===== config.mk =====
export PLATFORM = sky130hd
export DESIGN_NAME = axi4_lite_reg_slave
export DESIGN_NICKNAME = d
export VERILOG_FILES = /design/src/rtl/axi4_lite_reg_slave.sv
export SDC_FILE = /design/constraint.sdc
export NUM_CORES = 2
export LEC_CHECK = 0
export ABC_AREA = 1
export BUFFER_PORTS_ARGS = -buffer_cell sky130_fd_sc_hd__buf_2
export CORE_AREA = 5 5 253 255
export DETAILED_ROUTE_END_ITERATION = 8
export DIE_AREA = 0 0 258 260
export PLACE_DENSITY = 0.77
export SYNTH_ARGS = -nofsm -noshare
export SYNTH_HDL_FRONTEND = slang
export SYNTH_SLANG_ARGS = --single-unit

===== constraint.sdc =====
create_clock -name system_clock -period 4.05 [get_ports system_clock]
set_input_delay 0.6075 -clock system_clock [delete_from_list [all_inputs] [get_ports system_clock]]
set_output_delay 0.6075 -clock system_clock [all_outputs]
set_load 0.005 [all_outputs]

===== src/rtl/axi4_lite_reg_slave.sv =====
// ---------------------------------------------------------------------------
// axi4_lite_reg_slave
//
// AXI4-Lite subordinate that terminates all five channels and implements a
// bank of NUM_REGS read/write registers with byte strobes. AW and W may be
// accepted in either order or together. Addresses outside the bank, below
// BASE_ADDR, or not aligned to DATA/8 return SLVERR and never modify state.
// The register contents are exported flat on reg_out for downstream logic.
//
// Parameters:
//   ADDR       address width in bits
//   DATA       data width in bits (32 or 64)
//   NUM_REGS   number of registers (1..256)
//   BASE_ADDR  byte address of register 0, aligned to DATA/8
//
// Ports:
//   system_clock        sole clock
//   reset_n             synchronous, active-low reset
//   AW*/W*/B*           write address / write data / write response channels
//   AR*/R*              read address / read data channels
//   reg_out             register i at bits [i*DATA +: DATA]
// ---------------------------------------------------------------------------
module axi4_lite_reg_slave #(
    parameter int              ADDR      = 32,
    parameter int              DATA      = 32,
    parameter int              NUM_REGS  = 16,
    parameter logic [ADDR-1:0] BASE_ADDR = '0
) (
    input  logic                     system_clock,
    input  logic                     reset_n,
    // write address channel
    input  logic                     AWVALID,
    output logic                     AWREADY,
    input  logic [ADDR-1:0]          AWADDR,
    input  logic [1:0]               AWPROT,
    // write data channel
    input  logic                     WVALID,
    output logic                     WREADY,
    input  logic [DATA-1:0]          WDATA,
    input  logic [DATA/8-1:0]        WSTRB,
    // write response channel
    output logic                     BVALID,
    input  logic                     BREADY,
    output logic [1:0]               BRESP,
    // read address channel
    input  logic                     ARVALID,
    output logic                     ARREADY,
    input  logic [ADDR-1:0]          ARADDR,
    input  logic [1:0]               ARPROT,
    // read data channel
    output logic                     RVALID,
    input  logic                     RREADY,
    output logic [DATA-1:0]          RDATA,
    output logic [1:0]               RRESP,
    // register contents
    output logic [NUM_REGS*DATA-1:0] reg_out
);

    localparam int STRB = DATA / 8;
    localparam int LSB  = $clog2(STRB);

    localparam logic [1:0] RESP_OKAY   = 2'b00;
    localparam logic [1:0] RESP_SLVERR = 2'b10;

    typedef enum logic [1:0] {W_IDLE, W_ADDR, W_DATA, W_RESP} w_state_e;
    typedef enum logic       {R_IDLE, R_RESP} r_state_e;

    // PROT is accepted but has no effect on this block.
    logic unused_prot;
    assign unused_prot = ^{AWPROT, ARPROT};

    // Valid = at/above base, lane-aligned, and inside the register bank.
    function automatic logic addr_ok(input logic [ADDR-1:0] a);
        logic [ADDR-1:0] off;
        off = a - BASE_ADDR;
        return (a >= BASE_ADDR) && (a[LSB-1:0] == '0) &&
               ((off >> LSB) < ADDR'(NUM_REGS));
    endfunction

    function automatic logic [ADDR-1:0] addr_idx(input logic [ADDR-1:0] a);
        return (a - BASE_ADDR) >> LSB;
    endfunction

    // -----------------------------------------------------------------------
    // State
    // -----------------------------------------------------------------------
    // live_q is low for the cycle(s) reset is sampled, so the READY outputs
    // (decoded from state) are held low during reset and rise in the first
    // cycle after release without any path from reset_n to the outputs.
    logic                live_q;

    w_state_e            w_state_q, w_state_d;
    logic [ADDR-1:0]     awaddr_q,  awaddr_d;
    logic [DATA-1:0]     wdata_q,   wdata_d;
    logic [STRB-1:0]     wstrb_q,   wstrb_d;
    logic [1:0]          bresp_q,   bresp_d;

    r_state_e            r_state_q, r_state_d;
    logic [DATA-1:0]     rdata_q,   rdata_d;
    logic [1:0]          rresp_q,   rresp_d;

    logic [DATA-1:0]     regs_q [NUM_REGS];
    logic [DATA-1:0]     regs_d [NUM_REGS];

    // -----------------------------------------------------------------------
    // Outputs: registered or decoded from state only
    // -----------------------------------------------------------------------
    assign AWREADY = live_q && (w_state_q == W_IDLE || w_state_q == W_DATA);
    assign WREADY  = live_q && (w_state_q == W_IDLE || w_state_q == W_ADDR);
    assign BVALID  = (w_state_q == W_RESP);
    assign BRESP   = bresp_q;

    assign ARREADY = live_q && (r_state_q == R_IDLE);
    assign RVALID  = (r_state_q == R_RESP);
    assign RDATA   = rdata_q;
    assign RRESP   = rresp_q;

    generate
        for (genvar gi = 0; gi < NUM_REGS; gi++) begin : g_reg_out
            assign reg_out[gi*DATA +: DATA] = regs_q[gi];
        end
    endgenerate

    // -----------------------------------------------------------------------
    // Write path
    // -----------------------------------------------------------------------
    logic            aw_hs, w_hs;
    logic            wr_en;
    logic [ADDR-1:0] wr_addr;
    logic [DATA-1:0] wr_data;
    logic [STRB-1:0] wr_strb;

    assign aw_hs = AWVALID && AWREADY;
    assign w_hs  = WVALID  && WREADY;

    always_comb begin
        w_state_d = w_state_q;
        awaddr_d  = awaddr_q;
        wdata_d   = wdata_q;
        wstrb_d   = wstrb_q;
        bresp_d   = bresp_q;
        wr_en     = 1'b0;
        wr_addr   = AWADDR;
        wr_data   = WDATA;
        wr_strb   = WSTRB;

        case (w_state_q)
            W_IDLE: begin
                if (aw_hs && w_hs) begin
                    wr_en     = 1'b1;
                    w_state_d = W_RESP;
                end else if (aw_hs) begin
                    awaddr_d  = AWADDR;
                    w_state_d = W_ADDR;
                end else if (w_hs) begin
                    wdata_d   = WDATA;
                    wstrb_d   = WSTRB;
                    w_state_d = W_DATA;
                end
            end
            W_ADDR: begin
                // address held; data arrives live on the W channel
                if (w_hs) begin
                    wr_en     = 1'b1;
                    wr_addr   = awaddr_q;
                    w_state_d = W_RESP;
                end
            end
            W_DATA: begin
                // data held; address arrives live on the AW channel
                if (aw_hs) begin
                    wr_en     = 1'b1;
                    wr_data   = wdata_q;
                    wr_strb   = wstrb_q;
                    w_state_d = W_RESP;
                end
            end
            W_RESP: begin
                if (BREADY) begin
                    w_state_d = W_IDLE;
                end
            end
            default: w_state_d = W_IDLE;
        endcase

        if (wr_en) begin
            bresp_d = addr_ok(wr_addr) ? RESP_OKAY : RESP_SLVERR;
        end
    end

    // Register bank next value: only strobed lanes of a valid target change.
    always_comb begin
        logic [ADDR-1:0] idx;
        logic            ok;
        idx = addr_idx(wr_addr);
        ok  = addr_ok(wr_addr);
        for (int i = 0; i < NUM_REGS; i++) begin
            regs_d[i] = regs_q[i];
            if (wr_en && ok && idx == ADDR'(i)) begin
                for (int b = 0; b < STRB; b++) begin
                    if (wr_strb[b]) begin
                        regs_d[i][b*8 +: 8] = wr_data[b*8 +: 8];
                    end
                end
            end
        end
    end

    // -----------------------------------------------------------------------
    // Read path (samples regs_q, so a same-edge write is not yet visible)
    // -----------------------------------------------------------------------
    logic            ar_hs;
    logic [DATA-1:0] rd_sel;
    logic [ADDR-1:0] rd_idx;

    assign ar_hs  = ARVALID && ARREADY;
    assign rd_idx = addr_idx(ARADDR);

    always_comb begin
        rd_sel = '0;
        for (int i = 0; i < NUM_REGS; i++) begin
            if (rd_idx == ADDR'(i)) begin
                rd_sel = regs_q[i];
            end
        end
    end

    always_comb begin
        r_state_d = r_state_q;
        rdata_d   = rdata_q;
        rresp_d   = rresp_q;
        case (r_state_q)
            R_IDLE: begin
                if (ar_hs) begin
                    if (addr_ok(ARADDR)) begin
                        rdata_d = rd_sel;
                        rresp_d = RESP_OKAY;
                    end else begin
                        rdata_d = '0;
                        rresp_d = RESP_SLVERR;
                    end
                    r_state_d = R_RESP;
                end
            end
            R_RESP: begin
                if (RREADY) begin
                    r_state_d = R_IDLE;
                end
            end
            default: r_state_d = R_IDLE;
        endcase
    end

    // -----------------------------------------------------------------------
    // Sequential state
    // -----------------------------------------------------------------------
    always_ff @(posedge system_clock) begin
        if (!reset_n) begin
            live_q    <= 1'b0;
            w_state_q <= W_IDLE;
            awaddr_q  <= '0;
            wdata_q   <= '0;
            wstrb_q   <= '0;
            bresp_q   <= RESP_OKAY;
            r_state_q <= R_IDLE;
            rdata_q   <= '0;
            rresp_q   <= RESP_OKAY;
            for (int i = 0; i < NUM_REGS; i++) begin
                regs_q[i] <= '0;
            end
        end else begin
            live_q    <= 1'b1;
            w_state_q <= w_state_d;
            awaddr_q  <= awaddr_d;
            wdata_q   <= wdata_d;
            wstrb_q   <= wstrb_d;
            bresp_q   <= bresp_d;
            r_state_q <= r_state_d;
            rdata_q   <= rdata_d;
            rresp_q   <= rresp_d;
            for (int i = 0; i < NUM_REGS; i++) begin
                regs_q[i] <= regs_d[i];
            end
        end
    end

endmodule


Yosys cells after proc, flatten, opt, wreduce, memory -nomap -nowiden
Memory sizes are Yosys's and may differ from the RTL's.
Index checks and enable logic that the tools add are counted.
- multiplexer cells: 137
- reduce and logical (&&, ||, !) cells: 39
- bitwise gates (word level): 19
- $lt $le $gt $ge: 4
- equality and inequality tests: 37
- operator list (cell ; count):
    $mux W32 ; 53
    $mux W8 ; 64
    $eq A30 B4 Y1 const B ; 16
    $eq A30 B3 Y1 const B ; 8
    $eq A30 B2 Y1 const B ; 4
    $ge A32 B1 Y1 const B ; 2
    $logic_not A32 Y1 ; 2
    $eq A30 B1 Y1 const B ; 2
    $lt A30 B5 Y1 const B ; 2
    $logic_and A1 B1 Y1 ; 28
    $mux W2 ; 8
    $or A1 B1 Y1 ; 16
    $mux W4 ; 2
    $pmux W2 S4 ; 1
    $reduce_and A4 Y1 ; 2
    $mux W1 ; 7
    $logic_not A2 Y1 ; 3
    $eq A2 B2 Y1 const B ; 2
    $ne A2 B2 Y1 const B ; 2
    $ne A4 B3 Y1 const B ; 1
    $not A1 Y1 ; 3
    $pmux W1 S3 ; 1
    $reduce_and A3 Y1 ; 1
    $eq A2 B1 Y1 const B ; 1
    4 further kinds ; 5
- output and inout port bits: 553
- bits in writable memories: 512
- input port bits: 111
- memories kept: 1
- register bits: 108
- memories (memory ; words ; width ; read ports ; clocked after Yosys merged registers in ; wr ports ; line ; source):
    regs_q ; 16 ; 32 ; 16 ; 0 ; 16 ; 102 ; logic [DATA-1:0] regs_q [NUM_REGS];

Logic depth before layout (Yosys ltp)
- depth after elaboration: 18
- gate-level depth with buffers: 23

Worst setup path before layout
Ideal clock, no wire load.
- path type: register to register
- start point: reg w_state_q[0]
- end point: mem regs_q[11][22] (netlist: regs_q[1][118])
- cell stages (with the launch flop): 20
- path buffers: 2
- required time: 3.922 ns
- data arrival time: 2.758 ns
- slack: 1.164 ns
- cell sequence: dfxtp_1 inv_1 ha_1 buf_4 inv_2 a21oi_4 nand2_1 inv_2 nand2_2 inv_2 or2_2 o21ai_2 inv_2 nor2_2 inv_1 nor2_2 nand2_1 clkbuf_1 o21ai_0 a21oi_1
- RTL lines (what ; line ; source):
    start: declaration ; 92 ; w_state_e w_state_q, w_state_d;
    start signal: assignment ; 273 ; w_state_q <= w_state_d;
    end: declaration ; 102 ;

==> results_dict.tcl <==
set metrics [dict create \
    final_max_slew_viol_count 0 \
    cts_max_level 3 \
    grt_max_degree 241 \
    synth_edf_count 0 \
    synth_ff_type "dfxtp_1" \
    crit_arrival_ns 4.31 \
    use_met2_pct 56.92 \
    maxCapViolCount 0 \
    timing.fmax_mhz 263.9 \
    grt_pass1_wl_microns 174200 \
    design.core.area_sq_um 61370 \
    netlist_area_sq_um 27420 \
    wl_per_cell_microns 22.54 \
    worstMarginPinSlew_ns 1.240 \
    grtUsageMet3_pct 9.534 \
    clock-sinks 618 \
    synthTopCellsByArea "dfxtp_1 (45%), o21ai_0 (11%), a21oi_1 (8.7%)" \
    fin_crit_sh_pct 93.57 \
    antenna_found_initial 3 \
    status "finished, final reports clean" \
    grt_pass1_vias 27270 \
    instances_no_fill 5385 \
    synth_top_area_cell "dfxtp_1" \
    async_flop_share_pct 0 \
    die_area_sq_um 67080 \
    synth-seq-cells 618 \
    area_growth_pct 22.99 \
    yosys_warnings 0 \
    boundaryPins 664 \
    setup_viol 0 \
    tns_ns 0 \
    dp_hpwl_microns 90900 \
    postCtsHoldBufs 0 \
    cts_tree "built" \
    post-cts-setup-buffers 0 \
    p_per_area_nw_per_um2 409.4 \
    crit_fanout 21 \
    cts_buffer_depth 3 \
    io_buffers 657 \
    irDropWorstVdd_v 0.0003020 \
    whs_ns 0.2682 \
    drt_iter0_markers 3450 \
    ys_seq_area_share_pct 45.13 \
    nets 4655 \
    drt.antenna.violating_nets 0 \
    clk_latency_ns 0.62 \
    hold_viol_final 0 \
    drt-total-wl_microns 121400 \
    die_h_microns 260 \
    r2r_slack_ns 0.26 \
    final_cell_mix "buf_2 (656), dfxtp_1 (618), o21ai_0 (601)" \
    slew_headroom_pct 17.13 \
    row_count 91 \
    initial_core_util_pct 44.67 \
    timing.rr.start "w_state_q[1]" \
    vias 29710 \
    gp_congestion 0.9567 \
    critPathLaunchType "flop" \
    crit_end "regs_q[0][33]" \
    clk_pin_slew_ns 0.06 \
    fin_skew_ns 0.02049 \
    place_inst 5257 \
    ys_types 45 \
    final_common_cell "buf_2" \
    avgSynthCellArea_sq_um 6.907 \
    dr.pass1.iters 8 \
    cellLeakagePower_uw 0.01422 \
    drc 0 \
    cts-root-buf "clkbuf_16" \
    cp-end-kind "flop" \
    gr-usage-all-layers_pct 33.90 \
    yosys.area.top_type_share_pct 45.13 \
    reg2reg_to "regs_q[0][33]" \
    hp-class "input port to flop" \
    reg2reg_depth 18 \
    crit_path_start "w_state_q[1]" \
    drive_gt1_share_pct 20.62 \
    cts_buffers 70 \
    top_usage_layer "met2" \
    die_x_microns 258 \
    grt_overflow_total 0 \
    detailed_place.area_sq_um 31350 \
    path_class "flop to flop" \
    min_period_ns 3.790 \
    use_met1_pct 39.86 \
    netlist_instances 3969 \
    vias_per_cell 5.516 \
    postLayoutCellArea_sq_um 33720 \
    cp.required_ns 4.57 \
]
-- final cells by class --
type                            instances  area, sq um
Clock buffer                           97         1994
Sequential cell                       618        12370
Timing Repair Buffer                  723         3831
Inverter                              570         2141
Multi-Input combinational cell       2556        12140
Fill cell                            5860        27650
Antenna cell                            3        7.507
Tap cell                              790        988.4
Clock inverter                         28        242.7
-- worst max-delay path: stages, from the launching register on --
cell,delay [ns]
dfxtp_1,0.32
inv_1,0.12
ha_1,0.28
inv_1,0.10
a21oi_4,0.15
nand2_1,0.11
inv_2,0.11
nand2_4,0.17
o21ai_1,0.13
o21ai_1,0.07
nor2_1,0.21
nand2_2,0.16
nor3_2,0.37
nand3_4,0.25
nor2_4,0.31
nand2_1,0.26
inv_2,0.28
nor2_1,0.08
a211oi_1,0.19
-- per-stage QoR --
stage	worst slack, ns	utilization (%)	total power (uW)
3_5_place_dp	0.1085	51.08	7623
3_3_place_gp	0.2070	51.08	7595
5_1_grt	-0.05173	54.93	14240
6_report	0.2603	54.94	13800
2_1_floorplan	1.164	-	7183
4_1_cts	0.05779	54.72	13820
-- kinds of logic (layout without fill, tap and decap cells) --
kind of cell    Yosys count  in the layout  synth area share, %
simple gates           1348           1348                20.69
other cells               1              5              0.01368
mux                       1              1              0.08214
compound gates         1200           1200                22.73
flops                   618            618                45.13
buf+inv                 796           1418                11.13
fa+ha+maj                 5              5               0.2282
-- worst min path at each step --
stage	from	end	depth (start not counted)
floorplan	awaddr_q[20]	awaddr_q[20]	2
global placement	regs_q[0][130]	regs_q[0][130]	2
detailed placement	awaddr_q[25]	awaddr_q[25]	2
CTS	WDATA[23]	wdata_q[23]	3
global route	AWADDR[11]	awaddr_q[11]	3
finish	WSTRB[3]	wstrb_q[3]	3
-- state kept, by name, summed over array words and instances, names as in the netlist, 2 cells and up --
register and count:
w_state_q 2, regs_q 512, RDATA 32, wstrb_q 4
wdata_q 32, awaddr_q 32
-- synth_stat cells, types with 2 or more instances --
library cell,n
ha_1,5
o21ai_0,601
nand3b_1,9
o211ai_1,7
clkinv_1,4
dfxtp_1,618
o21bai_1,7
nor3_2,3
nand4_1,82
a211oi_1,30
o2111ai_1,2
buf_4,4
inv_2,28
nand3_2,12
nor4_1,9
nor2_2,14
nand3_1,105
o21ai_1,57
a211oi_2,3
nand2_1,580
o22ai_1,7
clkbuf_1,196
a21oi_1,475
or2_2,12
nor3_1,18
nor2_1,499
o21ai_2,3
buf_6,3
buf_1,3
buf_2,20
inv_1,538
nand2_2,2
-- layer usage --
layer  up-vias  wire, microns
li1      14020              -
met1     13640          44460
met2      1660          56790
met3       391          12960
met4         0           7188
met5         -              0
-- power breakdown --
group / leakage (uW) / switching (uW) / internal, uW
logic: 0.00814 / 918 / 312
registers: 0.00498 / 72.9 / 6220
clock network: 0.00110 / 2680 / 3590
-- what timing repair did --
| item | 4_1_cts | 5_1_grt |
|---|---|---|
| setup endpoints to repair | 0 | 328 |
| endpoints found under the hold margin | 0 | 0 |
| resized for setup | 0 | 34 |
(Power assumes the default switching activity.)
